===== src/rtl/lsu_unit.sv =====
// Load/store unit: one req/ack data-memory transaction per op, with alignment, byte lanes and
// load extension. Optional ack timeout with bus_err output when LSU_TIMEOUT_EN is defined.
module lsu_unit #(
  parameter int unsigned TIMEOUT_CYCLES = 255,
  parameter int unsigned TIMEOUT_W      = 8
) (
  input  logic        clk,
  input  logic        rst_n,
  input  logic        ex_valid,
  output logic        ex_ready,
  input  logic        ex_is_load,
  input  logic        ex_is_store,
  input  logic [2:0]  ex_funct3,
  input  logic [31:0] ex_addr,
  input  logic [31:0] ex_wdata,
  input  logic [4:0]  ex_rd,
  output logic        dmem_req,
  output logic        dmem_we,
  output logic [31:0] dmem_addr,
  output logic [3:0]  dmem_be,
  output logic [31:0] dmem_wdata,
  input  logic        dmem_ack,
  input  logic [31:0] dmem_rdata,
  output logic        wb_valid,
  output logic [4:0]  wb_rd,
  output logic [31:0] wb_data,
  output logic        misalign,
  output logic [31:0] fault_addr
`ifdef LSU_TIMEOUT_EN
  ,
  output logic        bus_err
`endif
);

  typedef enum logic [1:0] {StIdle, StReq, StDone} state_e;

  state_e      state_q;
  logic        is_load_q;
  logic [2:0]  funct3_q;
  logic [31:0] addr_q;
  logic [4:0]  rd_q;

  // Counter must be able to reach the limit.
  if (TIMEOUT_CYCLES >= (64'd1 << TIMEOUT_W)) begin : g_bad_cfg
    $error("TIMEOUT_W too narrow for TIMEOUT_CYCLES");
  end

  assign ex_ready = (state_q == StIdle);

  logic        dec_load, dec_store, dec_legal, dec_misalign;
  logic [3:0]  dec_be;
  logic [31:0] dec_wdata;

  always_comb begin
    dec_load  = ex_is_load;
    dec_store = ex_is_store & ~ex_is_load;
    dec_legal = 1'b0;
    if (dec_load)       dec_legal = ex_funct3 inside {3'd0, 3'd1, 3'd2, 3'd4, 3'd5};
    else if (dec_store) dec_legal = ex_funct3 inside {3'd0, 3'd1, 3'd2};
    case (ex_funct3[1:0])
      2'b00: begin
        dec_be       = 4'b0001 << ex_addr[1:0];
        dec_wdata    = {4{ex_wdata[7:0]}};
        dec_misalign = 1'b0;
      end
      2'b01: begin
        dec_be       = ex_addr[1] ? 4'b1100 : 4'b0011;
        dec_wdata    = {2{ex_wdata[15:0]}};
        dec_misalign = ex_addr[0];
      end
      default: begin
        dec_be       = 4'b1111;
        dec_wdata    = ex_wdata;
        dec_misalign = (ex_addr[1:0] != 2'b00);
      end
    endcase
  end

  logic [7:0]  ld_byte;
  logic [15:0] ld_half;
  logic [31:0] ld_data;

  always_comb begin
    case (addr_q[1:0])
      2'b00:   ld_byte = dmem_rdata[7:0];
      2'b01:   ld_byte = dmem_rdata[15:8];
      2'b10:   ld_byte = dmem_rdata[23:16];
      default: ld_byte = dmem_rdata[31:24];
    endcase
    ld_half = addr_q[1] ? dmem_rdata[31:16] : dmem_rdata[15:0];
    case (funct3_q)
      3'd0:    ld_data = {{24{ld_byte[7]}}, ld_byte};
      3'd1:    ld_data = {{16{ld_half[15]}}, ld_half};
      3'd4:    ld_data = {24'd0, ld_byte};
      3'd5:    ld_data = {16'd0, ld_half};
      default: ld_data = dmem_rdata;
    endcase
  end

`ifdef LSU_TIMEOUT_EN
  logic [TIMEOUT_W-1:0] tmo_cnt_q;
`endif

  always_ff @(posedge clk or negedge rst_n) begin
    if (!rst_n) begin
      state_q    <= StIdle;
      is_load_q  <= 1'b0;
      funct3_q   <= 3'd0;
      addr_q     <= 32'd0;
      rd_q       <= 5'd0;
      dmem_req   <= 1'b0;
      dmem_we    <= 1'b0;
      dmem_addr  <= 32'd0;
      dmem_be    <= 4'd0;
      dmem_wdata <= 32'd0;
      wb_valid   <= 1'b0;
      wb_rd      <= 5'd0;
      wb_data    <= 32'd0;
      misalign   <= 1'b0;
      fault_addr <= 32'd0;
`ifdef LSU_TIMEOUT_EN
      bus_err    <= 1'b0;
      tmo_cnt_q  <= '0;
`endif
    end else begin
      wb_valid <= 1'b0;
      misalign <= 1'b0;
`ifdef LSU_TIMEOUT_EN
      bus_err  <= 1'b0;
`endif
      case (state_q)
        StIdle: begin
          if (ex_valid) begin
            is_load_q <= dec_load;
            funct3_q  <= ex_funct3;
            addr_q    <= ex_addr;
            rd_q      <= ex_rd;
            if (!dec_legal) begin
              state_q <= StDone;
            end else if (dec_misalign) begin
              state_q    <= StDone;
              misalign   <= 1'b1;
              fault_addr <= ex_addr;
            end else begin
              state_q    <= StReq;
              dmem_req   <= 1'b1;
              dmem_we    <= dec_store;
              dmem_addr  <= {ex_addr[31:2], 2'b00};
              dmem_be    <= dec_be;
              dmem_wdata <= dec_wdata;
`ifdef LSU_TIMEOUT_EN
              tmo_cnt_q  <= '0;
`endif
            end
          end
        end
        StReq: begin
          if (dmem_ack) begin
            dmem_req <= 1'b0;
            state_q  <= StDone;
            if (is_load_q) begin
              wb_valid <= 1'b1;
              wb_rd    <= rd_q;
              wb_data  <= ld_data;
            end
`ifdef LSU_TIMEOUT_EN
          end else if (tmo_cnt_q == TIMEOUT_W'(TIMEOUT_CYCLES - 1)) begin
            dmem_req   <= 1'b0;
            state_q    <= StDone;
            bus_err    <= 1'b1;
            fault_addr <= addr_q;
          end else begin
            tmo_cnt_q <= tmo_cnt_q + 1'b1;
`endif
          end
        end
        default: state_q <= StIdle;
      endcase
    end
  end

endmodule


===== config.mk =====
export PLATFORM = sky130hd
export DESIGN_NAME = lsu_unit
export DESIGN_NICKNAME = d
export VERILOG_FILES = /design/src/rtl/lsu_unit.sv
export SDC_FILE = /design/constraint.sdc
export NUM_CORES = 1
export LEC_CHECK = 0
export BUFFER_PORTS_ARGS = -buffer_cell sky130_fd_sc_hd__buf_2
export CORE_AREA = 5 5 123 125
export CTS_CLUSTER_DIAMETER = 150
export DETAILED_ROUTE_END_ITERATION = 12
export DIE_AREA = 0 0 128 130
export PLACE_DENSITY = 0.84
export SYNTH_ARGS = -nofsm -noshare
export SYNTH_HDL_FRONTEND = slang
export SYNTH_SLANG_ARGS = --single-unit
export TNS_END_PERCENT = 20

===== constraint.sdc =====
create_clock -name clk -period 2.35 [get_ports clk]
set_clock_uncertainty 0.15 [all_clocks]
set_input_delay 0.1175 -clock clk [delete_from_list [all_inputs] [get_ports clk]]
set_output_delay 0.1175 -clock clk [all_outputs]
set_load 0.005 [all_outputs]

==> impl_metrics.tcl <==
set metrics [dict create \
    core_um2 13800 \
    synth_edf_count 0 \
    avgSynthCellArea_um2 12.3 \
    nFillCells 879 \
    grt_max_degree 72 \
    fin_ws_ns 0.293 \
    syn_inst 553 \
    rsz0062_at_grt "no" \
    hold_viol_final 0 \
    yosysTopAreaCell "dfrtp_1" \
    layout_common_cells "248 x buf_2, 152 x dfrtp_1, 119 x dlygate4sd3_1" \
    ant_nets 0 \
    chipHeight_um 130 \
    setup-tns-final_ns 0 \
    clkSlewWorstSetupHoldPaths_ns 0.06 \
    ctsRootBufferMaster "clkbuf_16" \
    grt_usage_pct 26.5 \
    syn-cell-area_um2 6780 \
    slew_viol_final 0 \
    setup_viol 0 \
    first_pass_iters 7 \
    finalWeightedCongestion 0.921 \
    status "finished clean" \
    grt_pass1_wl_mm 34.3 \
    drv_cap 0 \
    worstMarginPinSlew_ns 0.732 \
    timing.slew.headroom_pct 51.2 \
    ys_types 41 \
    powerDensity_nw_per_um2 1020 \
    dpl.hpwl_mm 13.7 \
    clkLatencyLatePin_ns 0.41 \
    areaGrowthSynthToFinish_pct 47.5 \
    vias_per_cell 5.26 \
    start_util_pct 49.2 \
    ys_seq_area_share_pct 56.1 \
    grt-ovfl-total 0 \
    dp_slack_ns 0.351 \
    setup.worst_path.end_class "register" \
    htreeDepth 4 \
    dieArea_um2 16600 \
    synth_top_cell_area_share_pct 56.1 \
    multiInputGateArea_um2 2750 \
    finalNetCount 1032 \
    hold_class "in2reg" \
    crit_type "in2reg" \
    numCtsBuffers 17 \
    vdd_drop_max_mv 0.527 \
    drc 0 \
    seq_area_um2 3800 \
    antenna_found_initial 1 \
    dpl.cell_count 964 \
    final_util_pct 72.6 \
    power_leakage_nw 4.86 \
    cp-start-kind "primary input" \
    mostFrequentLayoutCell "buf_2" \
    drive_gt1_share_pct 44.9 \
    cts_sinks 152 \
    ys_ff_latch 152 \
    hold_ws_ns 0.0715 \
    wl_mm 21.5 \
    row_count 43 \
    yosys_warnings 0 \
    max_freq_mhz 486 \
    placed_area_um2 8210 \
    min_period_ns 2.06 \
    tritoncts "built" \
    cts_buffer_depth 2 \
    async_flop_share_pct 100 \
    ys_top_cells_by_area "dfrtp_1 56%, mux2_2 14%, mux2_4 6.4%" \
    worst-endpoint-required_ns 2.49 \
    wl_per_cell_um 19.3 \
    fin_crit_sh_pct 87.5 \
    fin_area_um2 9990 \
    ios 252 \
    arrival_ns 2.20 \
    io_buffers 249 \
    ys.flop_type "dfrtp_1" \
    finalPower_mw 10.2 \
    grt_pass1_vias 6417 \
    final_cells 1116 \
    num_vias 5875 \
    drt-initial-drc-count 375 \
    die_width_um 128 \
    cts_resized 0 \
    worst-path-max-fanout 29 \
]
-- path summary, 6_finish.rpt --
kind	startpoint	to	slack, ns	cells after the start
max	ex_funct3[1]	dmem_wdata[28]	0.29	6
min	ex_funct3[0]	funct3_q[0]	0.07	4
max reg2reg	state_q[1]	fault_addr[21]	0.34	5
min reg2reg	wb_data[3]	wb_data[3]	0.33	2
max in group asynchronous	rst_n	fault_addr[25]	0.61	4
min in group asynchronous	rst_n	fault_addr[20]	0.53	3
-- worst max-delay path, stage by stage --
cell           delay, ns
dlygate4sd3_1       0.54
buf_2               0.17
buf_4               0.34
o21ai_0             0.16
dlygate4sd3_1       0.58
mux2_2              0.28
-- per-layer routing --
layer  global-route usage [%]  wire length [um]  part of all wire, %
met4                     10.8               643                  3.0
met1                     31.5              8210                   38
met3                     8.39              2160                   10
met2                     44.7             10500                   49
met5                        0                13                0.060
-- synth_stat cells (2+ instances only) --
master	number
mux2_2	86
clkbuf_1	10
o21ai_1	2
nand3b_1	8
o21bai_1	2
buf_2	10
nor2_1	24
buf_6	4
nor2b_1	6
nand2_1	88
inv_1	4
o21ai_0	31
mux2i_1	20
a21oi_1	33
dfrtp_1	152
nand2b_1	10
buf_4	7
mux2_4	29
or3_1	5
-- where the power goes --
group	leakage, nW	total [mW]	switching (mW)	internal, mW
combinational	2.73	3.21	1.43	1.78
clock	0.285	2.73	1.14	1.59
sequential	1.84	4.28	0.640	3.64
-- cell type report --
class                   instances  area share (%)
clock inverters                14            1.62
flip-flops and latches        152            38.1
clock buffers                  18            4.29
multi-input cells             364            27.6
repair buffers                382            26.0
inverters                       5           0.188
diodes                          1          0.0250
well taps                     180            2.25
-- logic make-up after synthesis --
| logic type | share of synthesized area, % |
|---|---|
| multiplexers | 23.7 |
| buffers and inverters | 3.29 |
| other | 0.0553 |
| flip-flops | 56.1 |
| AND/OR/NAND/NOR | 10.4 |
| AO/OA/AOI/OAI | 6.43 |
-- repair_timing --
item / 4_1_cts / 5_1_grt
buffers inserted: 0 / 0
endpoints found under the hold margin: 294 / 0
hold buffers: 119 / 0
-- flip-flops by register name (all words and copies together) (netlist names) --
signal      cells
rd_q            5
funct3_q        3
fault_addr     32
state_q         2
wb_data        32
dmem_we         1
addr_q          2
wb_rd           5
wb_valid        1
dmem_wdata     32
dmem_be         4
dmem_req        1
dmem_addr      30
misalign        1
is_load_q       1
Power figures use the tool's default switching activity.
